===== src/rtl/soc_reset_sequencer.sv =====
// Staged SoC reset release with debounced key and re-sequence counter.
// Optional watchdog re-sequence enabled by defining SOC_RESET_SEQ_WDT_EN.
module soc_reset_sequencer #(
  parameter int NUM_DOMAINS     = 2,
  parameter int CNT_WIDTH       = 16,
  parameter int POR_CYCLES      = 256,
  parameter int STAGE_CYCLES    = 16,
  parameter int DEBOUNCE_CYCLES = 1024,
  parameter int WDT_CYCLES      = 65535
) (
  input  logic                   clock,
  input  logic                   reset_n,
  input  logic                   key_n,
  input  logic                   wdt_kick,
  output logic [NUM_DOMAINS-1:0] rst_o,
  output logic                   done_o,
  output logic [7:0]             seq_count,
  output logic                   wdt_fired_o
);

  localparam int IDX_W =
    (NUM_DOMAINS > 1) ? $clog2(NUM_DOMAINS) : 1;

  localparam logic [IDX_W-1:0] IDX_LAST =
    IDX_W'(NUM_DOMAINS - 1);
  localparam logic [CNT_WIDTH-1:0] POR_LAST =
    CNT_WIDTH'(POR_CYCLES - 1);
  localparam logic [CNT_WIDTH-1:0] STG_LAST =
    CNT_WIDTH'(STAGE_CYCLES - 1);
  localparam logic [CNT_WIDTH-1:0] DEB_LAST =
    CNT_WIDTH'(DEBOUNCE_CYCLES - 1);

  typedef enum logic [1:0] {
    HOLD  = 2'd0,
    STAGE = 2'd1,
    RUN   = 2'd2
  } state_e;

  state_e state_q, state_d;

  logic                   sync1_q, sync1_d;
  logic                   sync2_q, sync2_d;
  logic                   key_q, key_d;
  logic [CNT_WIDTH-1:0]   deb_q, deb_d;
  logic [CNT_WIDTH-1:0]   cnt_q, cnt_d;
  logic [IDX_W-1:0]       idx_q, idx_d;
  logic [NUM_DOMAINS-1:0] rst_q, rst_d;
  logic                   done_q, done_d;
  logic [7:0]             seq_q, seq_d;

  logic press;
  logic wdt_to;
  logic wdt_fired;
  logic trig;

  always_comb begin
    sync1_d = key_n;
    sync2_d = sync1_q;
    key_d   = key_q;
    deb_d   = '0;
    if (sync2_q != key_q) begin
      if (deb_q == DEB_LAST) begin
        key_d = sync2_q;
      end else begin
        deb_d = deb_q + 1'b1;
      end
    end
  end

  // press fires on the very edge the stable key falls
  assign press = key_q & ~key_d;
  assign trig  = press | wdt_to;

  always_ff @(posedge clock or negedge reset_n) begin
    if (!reset_n) begin
      sync1_q <= 1'b1;
      sync2_q <= 1'b1;
      key_q   <= 1'b1;
      deb_q   <= '0;
    end else begin
      sync1_q <= sync1_d;
      sync2_q <= sync2_d;
      key_q   <= key_d;
      deb_q   <= deb_d;
    end
  end

`ifdef SOC_RESET_SEQ_WDT_EN
  logic [CNT_WIDTH-1:0] wdt_q, wdt_d;
  logic                 fired_q, fired_d;

  localparam logic [CNT_WIDTH-1:0] WDT_LAST =
    CNT_WIDTH'(WDT_CYCLES - 1);

  always_comb begin
    wdt_d  = '0;
    wdt_to = 1'b0;
    if (state_q == RUN) begin
      if (wdt_kick) begin
        wdt_d = '0;
      end else if (wdt_q == WDT_LAST) begin
        wdt_to = 1'b1;
      end else begin
        wdt_d = wdt_q + 1'b1;
      end
    end
    fired_d = fired_q | wdt_to;
  end

  always_ff @(posedge clock or negedge reset_n) begin
    if (!reset_n) begin
      wdt_q   <= '0;
      fired_q <= 1'b0;
    end else begin
      wdt_q   <= wdt_d;
      fired_q <= fired_d;
    end
  end

  assign wdt_fired = fired_q;
`else
  logic unused_wdt;

  assign unused_wdt = wdt_kick ^ (WDT_CYCLES == 0);
  assign wdt_to     = 1'b0;
  assign wdt_fired  = 1'b0;
`endif

  always_ff @(posedge clock or negedge reset_n) begin
    if (!reset_n) begin
      state_q <= HOLD;
    end else begin
      state_q <= state_d;
    end
  end

  always_comb begin
    state_d = state_q;
    unique case (state_q)
      HOLD: begin
        if (key_q && cnt_q == POR_LAST) begin
          state_d = STAGE;
        end
      end
      STAGE: begin
        if (cnt_q == STG_LAST && idx_q == IDX_LAST) begin
          state_d = RUN;
        end
      end
      RUN:     state_d = RUN;
      default: state_d = HOLD;
    endcase
    if (trig) begin
      state_d = HOLD;
    end
  end

  always_comb begin
    cnt_d  = cnt_q;
    idx_d  = idx_q;
    rst_d  = rst_q;
    done_d = done_q;
    seq_d  = seq_q;
    unique case (state_q)
      HOLD: begin
        rst_d  = '1;
        done_d = 1'b0;
        idx_d  = '0;
        // a held key keeps the count parked at zero
        if (!key_q || cnt_q == POR_LAST) begin
          cnt_d = '0;
        end else begin
          cnt_d = cnt_q + 1'b1;
        end
      end
      STAGE: begin
        if (cnt_q == STG_LAST) begin
          cnt_d        = '0;
          rst_d[idx_q] = 1'b0;
          if (idx_q == IDX_LAST) begin
            done_d = 1'b1;
          end else begin
            idx_d = idx_q + 1'b1;
          end
        end else begin
          cnt_d = cnt_q + 1'b1;
        end
      end
      RUN:     cnt_d = '0;
      default: cnt_d = '0;
    endcase
    if (trig) begin
      cnt_d  = '0;
      idx_d  = '0;
      rst_d  = '1;
      done_d = 1'b0;
      if (seq_q != 8'hFF) begin
        seq_d = seq_q + 8'd1;
      end
    end
  end

  always_ff @(posedge clock or negedge reset_n) begin
    if (!reset_n) begin
      cnt_q  <= '0;
      idx_q  <= '0;
      rst_q  <= '1;
      done_q <= 1'b0;
      seq_q  <= '0;
    end else begin
      cnt_q  <= cnt_d;
      idx_q  <= idx_d;
      rst_q  <= rst_d;
      done_q <= done_d;
      seq_q  <= seq_d;
    end
  end

  always_comb begin
    rst_o       = rst_q;
    done_o      = done_q;
    seq_count   = seq_q;
    wdt_fired_o = wdt_fired;
  end

endmodule


===== config.mk =====
export PLATFORM = sky130hd
export DESIGN_NAME = soc_reset_sequencer
export DESIGN_NICKNAME = d
export VERILOG_FILES = /design/src/rtl/soc_reset_sequencer.sv
export SDC_FILE = /design/constraint.sdc
export NUM_CORES = 1
export LEC_CHECK = 0
export ABC_AREA = 1
export ABC_CLOCK_PERIOD_IN_PS = 1400
export CORE_ASPECT_RATIO = 1.75
export CORE_UTILIZATION = 40
export CTS_CLUSTER_DIAMETER = 40
export DETAILED_ROUTE_END_ITERATION = 12
export GPL_TIMING_DRIVEN = 1
export PLACE_DENSITY = 0.6
export SLEW_MARGIN = 20
export SYNTH_ARGS = -nofsm -noshare
export SYNTH_HDL_FRONTEND = slang
export SYNTH_SLANG_ARGS = --single-unit

===== constraint.sdc =====
create_clock -name clock -period 1.4 [get_ports clock]
set_input_delay 0.21 -clock clock [delete_from_list [all_inputs] [get_ports clock]]
set_output_delay 0.21 -clock clock [all_outputs]
set_load 0.02 [all_outputs]

# ---- Word level (Yosys, flattened, before mapping)
# Index checks and enable logic that the tools add are counted.
dict set report totals {
  inputBits 4
  output_inout_bits 12
  register_bits 49
}
dict set report op_classes {
  muxes 25
  bitwise 4
  n_addsub 4
  order_cmp 2
  eq_ne 11
  reduce_logical 11
}
# op count
set op_table {}
lappend op_table {{two-way mux 16 bit} 5}
lappend op_table {{adder 16 x 1 -> 16 bit, second input constant} 2}
lappend op_table {{case mux 16 bit (2 select lines)} 1}
lappend op_table {{equality test 16 x 10 -> 1 bit, second input constant} 1}
lappend op_table {{equality test 16 x 4 -> 1 bit, second input constant} 1}
lappend op_table {{equality test 16 x 8 -> 1 bit, second input constant} 1}
lappend op_table {{!= test 3 bit, second input constant} 4}
lappend op_table {{two-way mux 2 bit} 5}
lappend op_table {{two-way mux 1 bit} 9}
lappend op_table {{adder 8 x 1 -> 8 bit, second input constant} 1}
lappend op_table {{!= test 8 bit, second input constant} 1}
lappend op_table {{case mux 2 bit (3 select lines)} 1}
lappend op_table {{AND reduction 2 bit} 3}
lappend op_table {{case mux 1 bit (2 select lines)} 2}
lappend op_table {{case mux 2 bit (2 select lines)} 1}
lappend op_table {{logical AND 1 bit} 3}
lappend op_table {{AND reduction 3 bit} 1}
lappend op_table {{nonzero test 3 bit} 1}
lappend op_table {{AND 2 bit} 1}
lappend op_table {{equality test 2 x 1 -> 1 bit, second input constant} 1}
lappend op_table {{equality test 2 bit, second input constant} 1}
lappend op_table {{logical NOT 2 bit} 1}
lappend op_table {{< comparator 1 x 2 -> 1 bit, second input constant} 1}
lappend op_table {{inverter 2 bit} 1}
lappend op_table {{other kinds (8)} 8}

# ---- Longest topological paths before layout
dict set report logic_depth {
  depth_word 9
  mapped_depth 10
}

# ---- Least setup slack after synthesis
# Ideal clock, no wire load.
dict set report synth_timing {
  path_type {flip-flop to flip-flop}
  from {register deb_q[0]}
  to {register cnt_q[13]}
  period_less_slack_ns 1.544
  path_buffers 1
  stages_incl_launch_ff 10
  setup_slack_ns -0.144
  t_arrival_ns 1.432
  t_required_ns 1.287
  cell_sequence {dfrtp_1 ha_1 nand3_4 nor2_4 nand3_4 nand3_2 o21ai_2 buf_6 nand2_1 inv_1}
}
dict set report synth_via {
  elab_chain_len 6
}
# item line_no
set synth_lines {}
lappend synth_lines {{start: declaration} 44} ;# logic [CNT_WIDTH-1:0] deb_q, deb_d;
lappend synth_lines {{start signal: assignment} 79} ;# deb_q <= '0;
lappend synth_lines {{start signal: assignment} 84} ;# deb_q <= deb_d;
lappend synth_lines {{equality test 16 x 10 -> 1 bit} 62} ;# if (deb_q == DEB_LAST) begin
lappend synth_lines {{two-way mux 1 bit} 62}
lappend synth_lines {{two-way mux 1 bit} 61} ;# if (sync2_q != key_q) begin
lappend synth_lines {{inverter 1 bit} 71} ;# assign press = key_q & ~key_d;
lappend synth_lines {{AND 1 bit} 71}
lappend synth_lines {{two-way mux 16 bit} 192} ;# if (trig) begin
lappend synth_lines {{named net cnt_d[13]} 45} ;# logic [CNT_WIDTH-1:0] cnt_q, cnt_d;
lappend synth_lines {{end signal: assignment} 211} ;# cnt_q <= cnt_d;
lappend synth_lines {{end: declaration} 45}
# The timed path passes the listed nets, and every way through them passes these cells.
# A chain may end at the register's enable or synchronous reset.

# ---- Worst setup path after layout
dict set report layout_timing {
  from {register deb_q[1]}
  to {register cnt_q[14]}
}
# The elaborated chain is that of the path after synthesis.

==> run summary <==
Gr usage total -> 20.3%
Synth Instances -> 374
Syn Nets -> 383
Sw power -> 0.610 mW
Die X -> 65.9 um
Vias per cell -> 4.83
Register area share after synthesis -> 43.1%
Worst Path Required -> 1.59 ns
Clock root buffer -> clkbuf_16
Syn Area/Cell -> 7.64 um^2
Fillers -> 636
Peak per-stage delay on the critical path -> 0.40 ns
Top_reg_cell synth -> dfrtp_1
Min-delay worst type -> in2reg
Commonest non-fill, non-tap cell in the layout -> nand2_1
Crit start category -> flop
Setup violators final -> 26
Cell Pwr Density -> 737 nW/um^2
Post-Syn Area -> 2860 um^2
Placement Cell Area -> 3620 um^2
Slew Viols, Final -> 0
GRT met1 Usage -> 20.5%
CP dominant cell by count -> nand3_4
Clock Latency Late Sink -> 0.29 ns
Status -> finished with violations
CP Class -> reg2reg
CP endpoint kind -> flop
Worst setup margin -> -0.138 ns
Row count -> 40
Final HPWL DP -> 5.02 mm
Final instance count without filler cells -> 549
Die Height -> 114 um
Crit path max fanout -> 7
Final Hold Viols -> 0
IO Port Bufs -> 13
Sequential share of power -> 48.2%
H-tree level count -> 2
Post-synth cell types -> 33
Initial core utilization -> 41.4%
Area grow syn2layout -> 41.4%
Gr ovfl total -> 0
Slowest CP cell -> dfrtp_1
Core area -> 6910 um^2
Met3 track demand over resource -> 2.70%
Post-synth EDFFs -> 0
ANT nets after route -> 0
I/O pin count -> 16
Leak -> 2.07 nW
Peak Freq -> 650 MHz
Yosys warns -> 0
GP Congestion -> 0.863
Initial antenna violation count -> 0
Largest net degree at the start of global routing -> 50
Die footprint -> 7500 um^2
CTS tree -> done
Finished Core Util -> 58.5%
Number of global-route vias before repair -> 2,721
Setup TNS -> -2.48 ns
Maxcap violations -> 0
Skew final -> 0.00511 ns
Post-synthesis register bit count -> 49
Final worst-path cycle share -> 110%
DR vias -> 2,651
DP Worst Slack -> -0.169 ns
Pint -> 2.37 mW
Commonest non-fill, non-tap cells in the layout -> nand2_1 (74), buf_4 (68), inv_1 (47)
Diodes inserted -> 0
Share of cells above drive strength 1 -> 36.1%
Failing checks -> setup timing
Placed Instances -> 534
GR Layer Usage met2 -> 39.5%
Tmin final -> 1.54 ns
Cell area after layout -> 4040 um^2
Switch share -> 20.5%
WL/cell -> 12.3 um
Routed WL -> 6.75 mm
VDD IR-drop max -> 0.900 mV
RSZ-0062 raised after global routing -> true
Gr busiest metal -> met2
First-pass GRT wire length -> 11.6 mm
# clock sinks -> 49
# DRC -> 0
Cells along the critical path -> ha_4 > nand3_4 > nor2_4 > nand3_4 > nand3_4 > o21ai_4 > buf_6 > nand2_1 > inv_1
Total CTS buffers -> 5
First-pass DRT Iterations -> 4
Maximum clock path buffer count -> 2
Logic pwr share -> 3.8%
Hold WS -> 0.319 ns
Clock power frac -> 47.9%
Critical Path AT -> 1.72 ns
First-iteration detailed-routing DRC count -> 64
Asr flop ratio synth -> 100%
Final net count -> 473
Clk slew on worst S/H paths -> 0.07 ns
Pwr Total -> 2.98 mW
## Yosys cell counts (2+ instances only)
master	count	area, um^2
nand2_1	92	345
inv_1	54	203
nor2_1	48	180
dfrtp_1	44	1100
nand3_1	26	130
xor2_1	17	149
nand4_1	12	75.1
a21oi_1	10	50.1
nor3_1	10	50.1
nand2_2	7	43.8
inv_2	6	22.5
dfstp_2	5	131
ha_1	5	62.6
xnor2_1	5	43.8
nor2_4	4	45.0
o21ai_0	4	20.0
o21ai_1	3	15.0
a211oi_1	2	15.0
buf_4	2	15.0
nand3_4	2	35.0
nand3b_1	2	15.0
nor2_2	2	12.5
o21bai_1	2	15.0
## power by group through the flow
stage / clock network (mW) / logic, mW / registers, mW
2_1_floorplan: 0 / 0.0283 / 1.46
3_3_place_gp: 0 / 0.0948 / 1.46
3_5_place_dp: 0 / 0.0995 / 1.46
4_1_cts: 1.47 / 0.108 / 1.44
5_1_grt: 1.50 / 0.127 / 1.44
6_report: 1.43 / 0.114 / 1.44
## flip-flops by register name (all words and copies together) (netlist names)
register   count
idx_q          1
deb_q         16
sync1_q        1
state_q        2
rst_o          2
key_q          1
seq_count      8
sync2_q        1
cnt_q         16
done_o         1
## worst max-delay path, delay by kind of cell (launching register included)
family | cells | cell delay [ns]
fa+ha+maj | 1 | 0.17
buf+inv | 2 | 0.18
simple gates | 5 | 0.62
flops | 1 | 0.40
compound gates | 1 | 0.07
## logic make-up after synthesis
| kind of cell | count (synthesis) | synth area share [%] |
|---|---|---|
| AND/OR/NAND/NOR | 210 | 34.4 |
| flip-flops | 49 | 43.1 |
| XOR/XNOR | 22 | 6.74 |
| other | 1 | 0.131 |
| buffers and inverters | 65 | 9.06 |
| adder cells (fa/ha/maj) | 5 | 2.19 |
| AO/OA/AOI/OAI | 22 | 4.33 |
## final cells by class
class                           count  area, um^2  area share [%]
Clock buffer                        6         139            3.44
Clock inverter                      2        37.5           0.929
Inverter                           60         228            5.63
Multi-Input combinational cell    260        1590            39.3
Sequential cell                    49        1230            30.6
Tap cell                           84         105            2.60
Timing Repair Buffer               88         711            17.6
## metal layers
metal	routed length, um	share of wire (%)
met5	0	0
met4	162	2.4
met3	143	2.1
met2	3970	59
met1	2480	37
## final timing paths
check	cells after the start	start	to	slack, ns
max	9	deb_q[1]	cnt_q[14]	-0.14
min	1	key_n	sync1_q	0.32
max reg2reg	9	deb_q[1]	cnt_q[14]	-0.14
min reg2reg	0	sync1_q	sync2_q	0.36
max in group asynchronous	3	reset_n	rst_o[1]	0.68
min in group asynchronous	3	reset_n	deb_q[7]	0.42
## what timing repair did
action                                  CTS  global route
pin swaps                                 9            19
resized for setup                        36            44
endpoints found under the setup margin   44            43
hold buffers                              1             0
hold endpoints to repair                 44             0
setup buffers                             3             4
Note: power is estimated with default switching activity, not from simulation.
==> variant 1 (config.mk and constraints unchanged) <==
The parameter `CNT_WIDTH` goes from 16 to 32.
--- a/src/rtl/soc_reset_sequencer.sv
+++ b/src/rtl/soc_reset_sequencer.sv
@@ -2,7 +2,7 @@
 // Optional watchdog re-sequence enabled by defining SOC_RESET_SEQ_WDT_EN.
 module soc_reset_sequencer #(
   parameter int NUM_DOMAINS     = 2,
-  parameter int CNT_WIDTH       = 16,
+  parameter int CNT_WIDTH       = 32,
   parameter int POR_CYCLES      = 256,
   parameter int STAGE_CYCLES    = 16,
   parameter int DEBOUNCE_CYCLES = 1024,
Behaviour: no difference found for any inputs over 10 cycles, from zero or initial values and one cycle with reset_n low; that may be too few to reach the edited logic, so the function may still have changed.
==> variant 1 against the original RTL <==
The run still ends with negative setup slack left; die area up 70%; worst setup slack worse by 0.14 ns; sequential share of layout area down 3.3 points; clock power up 57%; total power up 60%; worst hold slack worse by 0.0087 ns; count of clock-buffer cells in the layout up 3; area after synthesis up 72%; sequential cell count up 32; wire length up 130%; global-route usage up 5.7 points; final area up 85%; critical path type unchanged; critical endpoint is now deb_q[28]; largest cell class unchanged.
==> variant 1: results (changes against the original RTL) <==
crit_path_top_delay_cell: "dfrtp_1"
hold-worst-slack_ns: 0.310  # -0.00869 ns
seq_area_frac_synth_pct: 41.3  # -1.8 points
groute.usage.overall_pct: 25.9  # +5.7 points
synth_cell_type_count: 32  # -3.0%
outcome: "finished, violations left"
dp_hpwl_um: 11700  # +130%
vias: 5044  # +90%
clock-skew-final_ns: 0.00749  # +0.00237 ns
insertion_delay_ns: 0.34  # +0.05 ns
pwr-share-clk_pct: 47.0  # -0.9 points
drive_gt1_share_pct: 37.7  # +1.5 points
cp_top_family: "simple AND/OR/NAND/NOR gates"
clk_pin_slew_ns: 0.07  # about the same
setup_violations: 78  # +200%
portBuffers: 13  # unchanged
synth_nets: 670  # +75%
r2r-start: "deb_q[1]"
hp-class: "in -> async"
clockBufferDepth: 2  # unchanged
place_area_um2: 6560  # +81%
antenna_found_initial: 0  # unchanged
yosys-top-cells-area: "dfrtp_1, nand2_1, nor2_1"
path_max_fanout: 2  # -5
grt_pass1_wl_um: 24800  # +110%
intPower_mw: 3.63  # +53%
p_switching_mw: 1.14  # +86%
via_per_inst: 4.87  # +0.83%
gp_congestion: 0.935  # +8.4%
nets: 875  # +85%
cts_buffers: 9  # +4
p_seq_mw: 2.36  # +64%
routed_wl_um: 15700  # +130%
syn_inst: 661  # +77%
place_inst: 1001  # +87%
critPathMaxStageDelay_ns: 0.35  # -0.05 ns
dr.pass1.iters: 5  # +1
finalSetupTns_ns: -14.82  # -12.33 ns
peakVddDrop_v: 0.000611  # -32%
cts_resized: 107  # +200%
finalWorstSetupSlack_ns: -0.280  # -0.142 ns
synth.cells.most_frequent: "nand2_1, nor2_1, inv_1"
critPathCapture: "deb_q[28]"
drt-initial-drc-count: 201  # +210%
worstPathArrival_ns: 1.91  # +0.19 ns
async_flop_share_pct: 100  # unchanged
dp_slack_ns: -0.341  # -0.172 ns
grt_max_degree: 41  # -18%
htree_num_levels: 3  # +1
violations: "negative setup slack"
ys.warnings.count: 0  # unchanged
cellLeakagePower_nw: 3.52  # +70%
grt_pass1_vias: 5368  # +97%
reg2regPathDepth: 11  # +2
cts_setup_buffers: 10  # +7
cts-root-buf: "clkbuf_16"
[variant 1: cell count changes after synthesis, moves of 5 or more]
cell     change
nor2_1      +74
nand2_1     +71
a21oi_1     +26
inv_1       +24
xor2_1      +29
nand2_2      -5
buf_6        +5
dfrtp_1     +32
nor3_1      +20
[variant 1: layout make-up]
type,count,area (µm²)
fillers,998,4530
multi-input cells,490,2940
flip-flops and latches,81,2030
repair buffers,203,1700
inverters,81,308
clock buffers,9,225
well taps,165,206
clock inverters,7,55.1
[variant 1: cells by family after synthesis]
logic type	count (synthesis)	share of synthesized area, %
flops	81	41.3
simple gates	380	34.3
fa+ha+maj	5	1.27
compound gates	49	5.31
buf+inv	90	7.93
other cells	1	0.0762
xor+xnor	55	9.79
[variant 1: layer usage]
layer	track usage [%]	vias to the layer above	wire length, µm	part of all wire (%)
met2	50.4	99	8930	57
met3	3.93	69	301	1.9
met5	0	-	0	0
met1	21.8	2384	5000	32
li1	-	2492	-	-
met4	23.1	0	1450	9.2
==> variant 2 (config.mk and constraints unchanged) <==
Without the edit above. The 3 states of `state_e` get a one-hot encoding in 3 bits.
--- a/src/rtl/soc_reset_sequencer.sv
+++ b/src/rtl/soc_reset_sequencer.sv
@@ -30,10 +30,10 @@
   localparam logic [CNT_WIDTH-1:0] DEB_LAST =
     CNT_WIDTH'(DEBOUNCE_CYCLES - 1);
 
-  typedef enum logic [1:0] {
-    HOLD  = 2'd0,
-    STAGE = 2'd1,
-    RUN   = 2'd2
+  typedef enum logic [2:0] {
+    HOLD  = 3'b001,
+    STAGE = 3'b010,
+    RUN   = 3'b100
   } state_e;
 
   state_e state_q, state_d;
Formal check against the unedited RTL: no difference found for any inputs over 10 cycles, from zero or initial values and one cycle with reset_n low; not proved beyond that.
==> variant 2 against the original RTL <==
The run still ends with negative setup slack left; area after synthesis rose by 4.9%; sequential cell count rose by 1; wire length increased by 5.4%; die area up 4.7%; final area grew 8.9%; synthesized cell count is 0.80% higher; critical path depth grew 1; worst setup slack worse by 0.021 ns; worst hold slack got worse by 0.0071 ns; total power barely moved.
==> variant 2: results (changes against the original RTL) <==
setup_violations: 42  # +62%
route.met3.wl_um: 118  # -17%
use_met3_pct: 3.32  # +0.62 points
wl_per_cell_um: 12.5  # +1.4%
cts_buffers: 5  # unchanged
finalWorstSetupSlack_ns: -0.159  # -0.0211 ns
violations: "negative setup slack"
seq_area_frac_synth_pct: 42.0  # -1.1 points
synth.cells.most_frequent: "nand2_1, nor2_1, dfrtp_1"
drive_gt1_share_pct: 42.3  # +6.1 points
drt-initial-drc-count: 83  # +30%
synth_cell_type_count: 37  # +12%
via_per_inst: 4.87  # +0.86%
antenna_cells: 0  # unchanged
r2r-end: "cnt_q[15]"
cellLeakagePower_nw: 2.45  # +19%
pg_comb_mw: 0.110  # -4%
clock-skew-final_ns: 0.00457  # -0.000543 ns
path_max_fanout: 8  # +1
place_inst: 540  # +1.1%
syn_inst: 377  # +0.80%
dp_slack_ns: -0.393  # -0.224 ns
reg2regPathDepth: 10  # +1
power_density_nw_per_um2: 677  # -8.2%
peakVddDrop_v: 0.000763  # -15%
vias: 2781  # +4.9%
n_fill_cell: 610  # -4.1%
dp_hpwl_um: 4900  # -2.6%
groute.usage.overall_pct: 19.5  # -0.73 points
grt_pass1_wl_um: 11600  # -0.53%
outcome: "finished, violations left"
p_seq_mw: 1.47
gp_congestion: 0.812  # -5.9%
## variant 2: final cells by class
class | instances | share of cell area, %
Multi-Input combinational cell | 265 | 40.3
Sequential cell | 50 | 28.6
Timing Repair Buffer | 103 | 19.5
Inverter | 59 | 5.23
Clock buffer | 5 | 2.84
Tap cell | 86 | 2.44
Clock inverter | 3 | 1.02
## variant 2: critical path: cells and delay by family, from the launching register on
kind / cells / cell delay (ns)
flops: 1 / 0.40
simple gates: 5 / 0.50
buf+inv: 3 / 0.30
compound gates: 1 / 0.08
fa+ha+maj: 1 / 0.17
## variant 2: metrics by stage
step / cell area (µm²) / hold WS [ns] / TNS (ns)
finish: 4400 / 0.312 / -3.76
global route: 4400 / 0.320 / -7.00
CTS: 4120 / 0.305 / -4.87
detailed placement: 3750 / 0.225 / -7.35
global placement: 3750 / 0.229 / -5.88
floorplan: 3030 / -0.0856 / -0.555
## variant 2: kinds of logic after synthesis
kind of cell	count (synthesis)	share of synthesized area, %
AO/OA/AOI/OAI	29	5.59
XOR/XNOR	18	5.26
adder cells (fa/ha/maj)	3	1.25
buffers and inverters	62	8.51
flip-flops	50	42.0
other	1	0.125
AND/OR/NAND/NOR	214	37.3
## variant 2: repair_timing
| action | CTS | global route |
|---|---|---|
| pin swaps | 14 | 26 |
| resized for setup | 45 | 50 |
| setup buffers | 10 | 13 |
| hold endpoints to repair | 44 | 0 |
| hold buffers | 1 | 0 |
| setup endpoints to repair | 53 | 50 |
## variant 2: worst max path at each step
stage,end,slack (ns),cells after the start
global route,cnt_q[15],-0.22,10
finish,cnt_q[15],-0.16,10
floorplan,cnt_q[13],-0.05,9
detailed placement,cnt_q[15],-0.39,8
CTS,cnt_q[15],-0.19,10
global placement,cnt_q[15],-0.35,8
